`src/rtl/pipe_delay_line.sv`:
```
// pipe_delay_line: parametrised register delay line with a valid bit per stage.
// Data and valid bits advance one stage per enabled edge. The line can also
// stall, clear synchronously and expose any stage through a runtime tap
// select. A registered fill counter tracks how many stages hold valid data.
module pipe_delay_line #(
  parameter  int WIDTH = 8,
  parameter  int DEPTH = 4,
  localparam int SELW  = $clog2(DEPTH),
  localparam int CNTW  = $clog2(DEPTH + 1)
) (
  input  logic                   clk,
  input  logic                   rstn,
  input  logic                   en,
  input  logic                   clr,
  input  logic                   in_valid,
  input  logic [WIDTH-1:0]       in_data,
  input  logic [SELW-1:0]        dly_sel,
  output logic                   out_valid,
  output logic [WIDTH-1:0]       out_data,
  output logic [WIDTH*DEPTH-1:0] taps,
  output logic [CNTW-1:0]        fill_cnt,
  output logic                   full
);

  localparam logic [SELW-1:0] LAST_SEL  = SELW'(DEPTH - 1);
  localparam logic [CNTW-1:0] DEPTH_CNT = CNTW'(DEPTH);

  logic [WIDTH-1:0] stage_q [DEPTH];
  logic [DEPTH-1:0] vld_q;
  logic [CNTW-1:0]  fill_q;
  logic [SELW-1:0]  sel_eff;

  // Stage data and valid bits: reset/clear to zero, otherwise shift when enabled.
  // NOTE: non-blocking assignments make every stage take its predecessor's
  // pre-edge value; blocking ones would ripple new data through the whole chain.
  // NOTE: the data registers are deliberately reset, because taps and out_data
  // must read zero during reset, not just be qualified by a cleared valid bit.
  always_ff @(posedge clk or negedge rstn) begin
    if (!rstn) begin
      for (int i = 0; i < DEPTH; i++) stage_q[i] <= '0;
      vld_q <= '0;
    end else if (clr) begin
      for (int i = 0; i < DEPTH; i++) stage_q[i] <= '0;
      vld_q <= '0;
    end else if (en) begin
      stage_q[0] <= in_data;
      for (int i = 1; i < DEPTH; i++) stage_q[i] <= stage_q[i-1];
      vld_q <= {vld_q[DEPTH-2:0], in_valid};
    end
  end

  // Occupancy counter: one valid beat enters at stage 0, one may leave the last stage.
  always_ff @(posedge clk or negedge rstn) begin
    if (!rstn) begin
      fill_q <= '0;
    end else if (clr) begin
      fill_q <= '0;
    end else if (en) begin
      case ({in_valid, vld_q[DEPTH-1]})
        2'b10:   fill_q <= fill_q + CNTW'(1);
        2'b01:   fill_q <= fill_q - CNTW'(1);
        default: fill_q <= fill_q;
      endcase
    end
  end

  // Tap select clamp; out-of-range indices only exist when DEPTH is not a power of two.
  if ((2 ** SELW) > DEPTH) begin : g_clamp
    always_comb begin
      // NOTE: default assignment first so every path drives sel_eff (no latch).
      sel_eff = dly_sel;
      if (dly_sel > LAST_SEL) sel_eff = LAST_SEL;
    end
  end else begin : g_no_clamp
    assign sel_eff = dly_sel;
  end

  assign out_data  = stage_q[sel_eff];
  assign out_valid = vld_q[sel_eff];

  // Flatten all stages onto the taps bus, stage i at bits [i*WIDTH +: WIDTH].
  for (genvar g = 0; g < DEPTH; g++) begin : g_taps
    assign taps[g*WIDTH +: WIDTH] = stage_q[g];
  end

  assign fill_cnt = fill_q;
  assign full     = (fill_q == DEPTH_CNT);

`ifndef SYNTHESIS
  // The counter is a shortcut for the population count of the valid bits.
  a_fill_matches_vld: assert property (@(posedge clk) disable iff (!rstn)
    fill_q == CNTW'($countones(vld_q)));
`endif

endmodule

```
`config.mk`:
```
export PLATFORM = sky130hd
export DESIGN_NAME = pipe_delay_line
export DESIGN_NICKNAME = d
export VERILOG_FILES = /design/src/rtl/pipe_delay_line.sv
export SDC_FILE = /design/constraint.sdc
export NUM_CORES = 1
export LEC_CHECK = 0
export ABC_AREA = 1
export ABC_CLOCK_PERIOD_IN_PS = 2900
export BUFFER_PORTS_ARGS = -buffer_cell sky130_fd_sc_hd__buf_2
export CORE_MARGIN = 5
export CORE_UTILIZATION = 45
export DETAILED_ROUTE_END_ITERATION = 10
export HOLD_SLACK_MARGIN = 0.15
export PLACE_DENSITY_LB_ADDON = 0.15
export SYNTH_ARGS = -nofsm -noshare
export SYNTH_HDL_FRONTEND = slang
export SYNTH_SLANG_ARGS = --single-unit
```
`constraint.sdc`:
```
create_clock -name clk -period 2.9 [get_ports clk]
set_input_delay 0.29 -clock clk [delete_from_list [all_inputs] [get_ports clk]]
set_output_delay 0.29 -clock clk [all_outputs]
set_load 0.05 [all_outputs]
```
==> reports/qor.yml, run 1 <==
status: "complete, no violations"
slew_viol_final: 0
ys_ff_latch: 39
io_pins: 60
grt_pass1_vias: 1614
crit_chain: "inv_1 -> a21oi_1 -> o21ai_0 -> o21ai_0 -> buf_2"
die_x_um: 76.89
fmaxAchievable_mhz: 624.7
gr-total-overflow: 0
syn-instance-count: 226
grt_pass1_wl_um: 7803
synth_cell_types: 20
min_period_ps: 1601
cp.arrival_ps: 1310
slowest_stage: "dfrtp_1"
nets: 294
startpoint_type: "flip-flop"
wl_met3_um: 255
cts_setup_buffers: 0
path_buf_inv: 2
routedWlPerCell_um: 13.82
rows: 24
grtUsageTotal_pct: 15.92
hold_viol: 0
crit_top_cell: "o21ai_0"
min_path_type: "input port to flip-flop"
leakage_nw: 1.248
routabilityCongestion: 0.7852
yosysTopAreaCellShare_pct: 48.48
cp-startpoint: "taps[15]"
drv_cap: 0
hpwl_um: 3117
dieHeight_um: 76.89
die-area_um2: 5911
vias: 1651
post-route-util_pct: 54.34
cts_resized: 0
grt_start_max_net_pins: 40
clk_latency_ps: 290
worst_slew_pin_slew_ps: 855.7
crit_path_end_kind: "primary output"
cp.required_ps: 2610
area_growth_syn_to_layout_pct: 17.53
cts-root-buf: "clkbuf_8"
cts_max_level: 2
io_buffers: 59
finalClockSkew_ps: 4.400
min_period_over_period_pct: 55.20
relSlewSlack_pct: 42.96
wl_met2_um: 2027
start_util_pct: 46.24
powerDensity_nw_per_um2: 502.6
fin_setup_tns_ps: 0
highest_layer: "met4"
hold_start: "in_data[6]"
antenna_found_initial: 0
synth_area_leaders: "dfrtp_1 48%, nand2_1 8.9%, o21ai_2 8.7%, nand3_1 6.5%, inv_1 5.2%"
power_mw: 1.189
cts.sinks: 39
crit_fanout: 3
numCtsBuffers: 5
yosysSeqAreaShare_pct: 48.48
drt-initial-drc-count: 113
fill_cells: 422
drive_above_1_share_pct: 34.05
path_class: "flip-flop to primary output"
crit_path_max_incr_delay_ps: 370
r2r_start: "vld_q[3]"
cts.clk_slew.worst_paths_ps: 80
n_antenna_cell: 0
yosys_warnings: 0
tritoncts: "yes"
rsz0062_at_grt: "false"
syn-num-nets: 242
synth_top_area_cell: "dfrtp_1"
fp.coreArea_um2: 4354
viasPerCell: 4.988
m1WireLength_um: 2252
ant_nets: 0
syn-cell-area_um2: 2013
cts_buffer_depth: 2
syn-mean-instance-area_um2: 8.908
vdd.ir_drop.worst_uv: 225.7
drt-pass1-iter-count: 4
drc_errors: 0
hold_buffers: 1
cp_top_family: "flip-flops"
setup_viol: 0
routed_wl_um: 4573
## placed cells by master (no fill, tap or decap)
master	instances
inv_1	28
nor3_1	1
inv_2	2
nor2_4	1
a21oi_1	10
o21ai_2	20
nor2_1	3
o22ai_2	5
clkbuf_8	7
o211ai_1	7
nand2_1	48
nand2_4	1
dfrtp_1	39
fa_1	1
o31ai_1	1
dlygate4sd3_1	1
buf_2	59
nand3_1	26
clkbuf_1	1
o21ai_0	18
## cell type report
class	instances	area, um2	share of cell area [%]
Inverter	30	112.6	4.759
Timing Repair Buffer	60	305.3	12.90
Sequential cell	39	975.9	41.25
Multi-Input combinational cell	142	807.0	34.11
Tap cell	52	65.06	2.750
Clock buffer	8	100.1	4.231
## cell usage after synthesis
cell type and instances:
o211ai_1 7, nor2_1 3, buf_2 6, nand2_4 1, nand2_1 48, o21ai_2 20, nor2_4 1, inv_1 28
o31ai_1 1, dfrtp_1 39, o21ai_0 18, a21oi_1 10, o22ai_2 5, buf_4 2, buf_6 6, clkbuf_2 1
fa_1 1, nand3_1 26, nor3_1 1, inv_2 2
## cells by family (layout without fill, tap and decap cells)
| logic type | after synthesis | after routing | share of synthesized area [%] |
|---|---|---|---|
| buf+inv | 45 | 98 | 11.44 |
| compound gates | 61 | 61 | 21.75 |
| simple gates | 80 | 80 | 17.34 |
| fa+ha+maj | 1 | 1 | 0.9944 |
| flops | 39 | 39 | 48.48 |
## state kept, by name, indices dropped and copies added (netlist names)
signal and flops:
taps 32, vld_q 4, fill_cnt 3
## stage by stage
stage                     cell area, um2  setup WS, ps  instances  hold WS [ps]
after detailed placement            2256          1199        322         451.5
final                               2366          1299        331         236.7
after global routing                2366          1105        331         247.5
after CTS                           2366          1276        331         230.5
after floorplan                     2013         609.6        226        -5.591
after global placement              2256          1250        322         453.8
## per-layer routing
metal  track usage (%)  vias up
met5                 0        -
met4             5.594        0
met3             3.630        4
met2             23.85       47
met1             22.56      753
li1                  -      847
## worst register-to-register path, cell delays in order, from the launching register on
cell	delay, ps
dfrtp_1	390
nand2_1	110
inv_1	80
fa_1	370
inv_1	70
nand2_1	70
nand3_1	70
nand2_1	60
nand2_1	60
nand2_1	40
## path summary, 6_finish.rpt
path                                     to  slack (ps)  cells after the start
worst max register to register  fill_cnt[2]        1480                      9
worst min-delay path                taps[6]         240                      3
min in group asynchronous       fill_cnt[1]         650                      2
max in group asynchronous          vld_q[0]        1720                      2
worst max-delay path            out_data[7]        1300                      5
worst min register to register     vld_q[3]         530                      2
## power by group
| group | switching, mW | total [mW] | internal [mW] |
|---|---|---|---|
| sequential | 0.0125 | 0.572 | 0.559 |
| clock | 0.182 | 0.399 | 0.217 |
| combinational | 0.171 | 0.218 | 0.0471 |
Note: power is estimated with default switching activity, not from simulation.
==> run 2: changes to the inputs <==
--- a/config.mk
+++ b/config.mk
@@ -6,7 +6,7 @@
 export NUM_CORES = 1
 export LEC_CHECK = 0
 export ABC_AREA = 1
-export ABC_CLOCK_PERIOD_IN_PS = 2900
+export ABC_CLOCK_PERIOD_IN_PS = 1700
 export BUFFER_PORTS_ARGS = -buffer_cell sky130_fd_sc_hd__buf_2
 export CORE_MARGIN = 5
 export CORE_UTILIZATION = 45
==> constraint.sdc (replaced) <==
create_clock -name clk -period 1.7 [get_ports clk]
set_input_delay 0.17 -clock clk [delete_from_list [all_inputs] [get_ports clk]]
set_output_delay 0.17 -clock clk [all_outputs]
set_load 0.05 [all_outputs]
==> run 2 against run 1 <==
Hold slack got worse by 87 ps. Clock skew fell by 0.86 ps. Sequential cell count did not move.
==> reports/qor.yml, run 2 (same netlist as run 1, synthesis figures left out) <==
grtUsageTotal_pct: 17.54
numCtsBuffers: 5
dieHeight_um: 76.89
die-area_um2: 5911
cp-startpoint: "taps[15]"
min_period_over_period_pct: 87.66
drc_errors: 0
routed_wl_um: 4842
rows: 24
largest_reg_flops: 32
relSlewSlack_pct: 61.05
io_pins: 60
min_period_ps: 1490
cts.sinks: 39
status: "complete, no violations"
path_buf_inv: 2
p_int_mw: 1.639
switching_share_pct: 28.27
worst_slew_pin_slew_ps: 583.4
crit_path_max_incr_delay_ps: 380
crit_fanout: 3
met3_usage_pct: 4.684
die_x_um: 76.89
grt_start_max_net_pins: 40
cp.required_ps: 1530
antenna_found_initial: 0
leakage_nw: 1.320
drt-initial-drc-count: 75
gr-total-overflow: 0
r2r_start: "vld_q[3]"
final_common_cell: "buf_2"
nets: 306
drv_cap: 0
crit_path_end_kind: "primary output"
layout_common_cells: "59 x buf_2, 48 x nand2_1, 39 x dfrtp_1, 28 x inv_1, 26 x nand3_1"
grt_pass1_wl_um: 8556
viasPerCell: 5.102
hold_viol: 0
dp.cells: 326
tritoncts: "yes"
path_class: "flip-flop to primary output"
powerDensity_nw_per_um2: 907.6
cts_buffer_depth: 2
cts_resized: 0
fill_cells: 420
combPwrFrac_pct: 17.5
rsz0062_at_grt: "false"
routabilityCongestion: 0.7805
slowest_stage: "dfrtp_1"
cp_top_family: "flip-flops"
finalClockSkew_ps: 3.540
cts_max_level: 2
crit_chain: "inv_1 -> a21oi_1 -> o21ai_0 -> o21ai_1 -> buf_2"
vias: 1750
min_path_type: "input port to flip-flop"
p_seq_share_pct: 42.7
fp.coreArea_um2: 4354
io_buffers: 59
grt_pass1_vias: 1809
cts.clk_slew.worst_paths_ps: 80
slew_viol_final: 0
p_sw_mw: 0.6459
startpoint_type: "flip-flop"
drt-pass1-iter-count: 4
drive_above_1_share_pct: 34.71
cp.arrival_ps: 1320
vdd.ir_drop.worst_uv: 517.6
area_growth_syn_to_layout_pct: 25.05
stdcell_count: 343
n_antenna_cell: 0
grt.busiest_layer: "met2"
ant_nets: 0
power_frac_clock_pct: 39.9
cts-root-buf: "clkbuf_8"
fmaxAchievable_mhz: 671.0
globalRouteMet1Util_pct: 21.53
setup_viol: 0
global_route.usage.met2_pct: 29.71
hold_start: "in_valid"
start_util_pct: 46.24
clk_latency_ps: 290
hpwl_um: 3172
post-route-util_pct: 57.82
routedWlPerCell_um: 14.12
==> run 2: cell count changes in the layout (fill, tap and decap cells not counted) <==
cell | previous run | this run
buf_4 | 0 | 4
bufinv_16 | 0 | 2
clkbuf_8 | 7 | 5
dlygate4sd3_1 | 1 | 9
nor3_1 | 1 | 0
nor3_2 | 0 | 1
o21ai_0 | 18 | 16
o21ai_1 | 0 | 1
o21ai_2 | 20 | 21
==> run 2: stage by stage <==
stage / hold slack [ps] / area (um2) / setup slack, ps / power [mW] / setup TNS, ps
3_3_place_gp: 261.5 / 2295 / 353.7 / 1.379 / 0
6_report: 149.9 / 2517 / 209.7 / 2.285 / 0
4_1_cts: 152.1 / 2517 / 204.0 / 2.307 / 0
2_1_floorplan: -125.6 / 2022 / -92.84 / 1.283 / -92.84
5_1_grt: 168.7 / 2517 / 49.18 / 2.370 / 0
3_5_place_dp: 262.4 / 2295 / 322.6 / 1.381 / 0
==> run 2: final cells by class <==
cell class	instances	area, um2	share of cell area, %
Sequential cell	39	975.9	38.77
Multi-Input combinational cell	142	815.8	32.41
Timing Repair Buffer	72	415.4	16.50
Inverter	30	112.6	4.473
Clock buffer	6	72.57	2.883
Tap cell	52	65.06	2.584
Clock inverter	2	60.06	2.386
==> run 2: worst paths after layout <==
kind,to,slack (ps),cells after the start
worst max-delay path,out_data[7],210,5
worst min-delay path,vld_q[0],150,3
worst max register to register,fill_cnt[2],260,9
worst min register to register,vld_q[1],510,2
max in group asynchronous,vld_q[3],890,3
min in group asynchronous,taps[5],460,3
==> run 2: power groups by stage <==
stage          logic [mW]  registers, mW  clock network (mW)
3_3_place_gp        0.385          0.994                   0
4_1_cts             0.403          0.975               0.928
3_5_place_dp        0.387          0.994                   0
2_1_floorplan       0.206           1.08                   0
6_report            0.399          0.975               0.911
5_1_grt             0.431          0.980               0.959
==> run 2: worst reg2reg max path: stages (launching register included) <==
cell and delay (ps):
dfrtp_1 400, nand2_1 100, inv_1 70, fa_1 370
inv_1 60, nand2_1 60, nand3_1 60, nand2_1 60
nand2_1 80, nand2_1 60
==> run 2: layer usage <==
layer,part of all wire [%],wire length [um]
met4,1.7,82
met3,5.4,263
met1,44,2147
met2,49,2349
met5,0,0
==> run 2: repair_timing <==
action | CTS | global route
setup buffers | 0 | 0
endpoints found under the hold margin | 47 | 0
hold buffers | 9 | 0
==> run 3: changes to the inputs <==
--- a/config.mk
+++ b/config.mk
@@ -10,9 +10,11 @@
 export BUFFER_PORTS_ARGS = -buffer_cell sky130_fd_sc_hd__buf_2
 export CORE_MARGIN = 5
 export CORE_UTILIZATION = 45
+export CTS_BUF_LIST = sky130_fd_sc_hd__clkbuf_16
 export DETAILED_ROUTE_END_ITERATION = 10
 export HOLD_SLACK_MARGIN = 0.15
 export PLACE_DENSITY_LB_ADDON = 0.15
+export SETUP_SLACK_MARGIN = 0.4
 export SYNTH_ARGS = -nofsm -noshare
 export SYNTH_HDL_FRONTEND = slang
 export SYNTH_SLANG_ARGS = --single-unit
==> run 3 against run 2 <==
Register-to-register slack gained 90 ps. Cell count grew 9.3%. Die area is the same. Maximum frequency grew 10%. Hold slack gained 18 ps. Sequential share of layout area shrank 5.5 points. Clock power shrank 5.3%. Setup slack gained 140 ps. Clock skew grew 3.5 ps. Largest power group unchanged. Cell area grew 19%. Sequential power grew 0.7%. Combinational power grew 24%.
==> reports/qor.yml, run 3 (same netlist as run 1, synthesis figures left out) <==
powerDensity_nw_per_um2: 778.9
gr-total-overflow: 0
drt-initial-drc-count: 80
clk_latency_ps: 280
placed_cell_area_um2: 2389
ant_nets: 0
io_buffers: 59
area_growth_syn_to_layout_pct: 49.10
setup_ws_ps: 346.6
power_mw: 2.338
cts-root-buf: "clkbuf_16"
cts.clk_slew.worst_paths_ps: 60
path_buf_inv: 2
start_util_pct: 46.24
crit_chain: "nand2_2 -> inv_2 -> fa_2 -> inv_1 -> nand2_1 -> nand3_1 -> nand2_1 -> nand2_1 -> nand2_1"
final_area_um2: 3002
die_x_um: 76.89
startpoint_type: "flip-flop"
numCtsBuffers: 5
finalClockSkew_ps: 7.048
dp.cells: 328
drive_above_1_share_pct: 60.68
rows: 24
fin_setup_tns_ps: 0
status: "complete, no violations"
routed_wl_um: 5349
grt_pass1_wl_um: 9156
relSlewSlack_pct: 64.34
die-area_um2: 5911
vdd.ir_drop.worst_uv: 744.2
cts_max_level: 2
fp.coreArea_um2: 4354
dpl_worst_slack_ps: 277.0
routabilityCongestion: 0.7609
stdcell_count: 375
drv_cap: 0
grtUsageTotal_pct: 18.95
cp.required_ps: 1860
setup_viol: 0
post-route-util_pct: 68.94
cts.sinks: 39
dieHeight_um: 76.89
grt_start_max_net_pins: 29
leakage_nw: 1.479
drt-pass1-iter-count: 4
cp_top_family: "flip-flops"
crit_path_end_kind: "flip-flop"
hold_viol: 0
crit_path_max_incr_delay_ps: 400
io_pins: 60
drc_errors: 0
fmaxAchievable_mhz: 738.9
hpwl_um: 3394
grt_pass1_vias: 1918
crit_top_cell: "nand2_1"
cp.arrival_ps: 1510
cts_buffer_depth: 2
layout_common_cells: "48 x buf_2, 37 x nand2_1, 36 x buf_4, 26 x nand3_1, 23 x o21ai_2"
vias: 1884
largest_reg_flops: 32
path_class: "flip-flop to flip-flop"
n_antenna_cell: 0
slew_viol_final: 0
rsz0062_at_grt: "true"
viasPerCell: 5.024
min_path_type: "input port to flip-flop"
fill_cells: 369
slowest_stage: "dfrtp_1"
multi_input_area_um2: 934.6
tritoncts: "yes"
worst_slew_pin_slew_ps: 534.9
hold_ws_ps: 167.7
crit_fanout: 3
antenna_found_initial: 0
seqCellArea_um2: 999.7
final_common_cell: "buf_2"
min_period_over_period_pct: 79.61
nets: 338
routedWlPerCell_um: 14.26
min_period_ps: 1353
run 3: area by class of cell:
| cell class | count | area share, % |
|---|---|---|
| clock inverters | 3 | 0.3752 |
| multi-input cells | 142 | 31.14 |
| clock buffers | 5 | 4.168 |
| flip-flops and latches | 39 | 33.31 |
| well taps | 52 | 2.168 |
| inverters | 30 | 3.752 |
| repair buffers | 104 | 25.09 |
run 3: routing by layer:
metal,up-vias,wire [um],part of all wire [%],global-route usage (%)
met2,50,2722,51,31.49
li1,935,-,-,-
met5,-,0,0,0
met1,893,2302,43,24.12
met3,6,254,4.7,4.098
met4,0,70,1.3,6.818
run 3: timing repair:
| action | CTS | global route |
|---|---|---|
| hold endpoints to repair | 30 | 0 |
| hold buffers | 8 | 0 |
| gates cloned | 0 | 0 |
| endpoints found under the setup margin | 12 | 13 |
| pin swaps | 6 | 6 |
| resized for setup | 53 | 23 |
| setup buffers | 22 | 9 |
run 3: final timing paths:
kind,endpoint,start,cells after the start,slack [ps]
worst max-delay path,fill_cnt[2],vld_q[3],9,350
worst min-delay path,taps[6],in_data[6],3,170
worst max register to register,fill_cnt[2],vld_q[3],9,350
worst min register to register,vld_q[1],vld_q[1],2,520
max in group asynchronous,taps[22],rstn,3,650
min in group asynchronous,taps[7],rstn,2,410
run 3: worst register-to-register path: cells and delay by family (launching register included):
kind	cells	cell delay, ps
fa+ha+maj	1	360
buf+inv	2	110
flops	1	400
simple gates	6	370
run 3: report_power, final:
part	internal [mW]	total, mW	switching (mW)	leakage (nW)
registers	0.957	0.982	0.0250	0.504
clock network	0.527	0.863	0.336	0.0701
logic	0.162	0.493	0.331	0.905
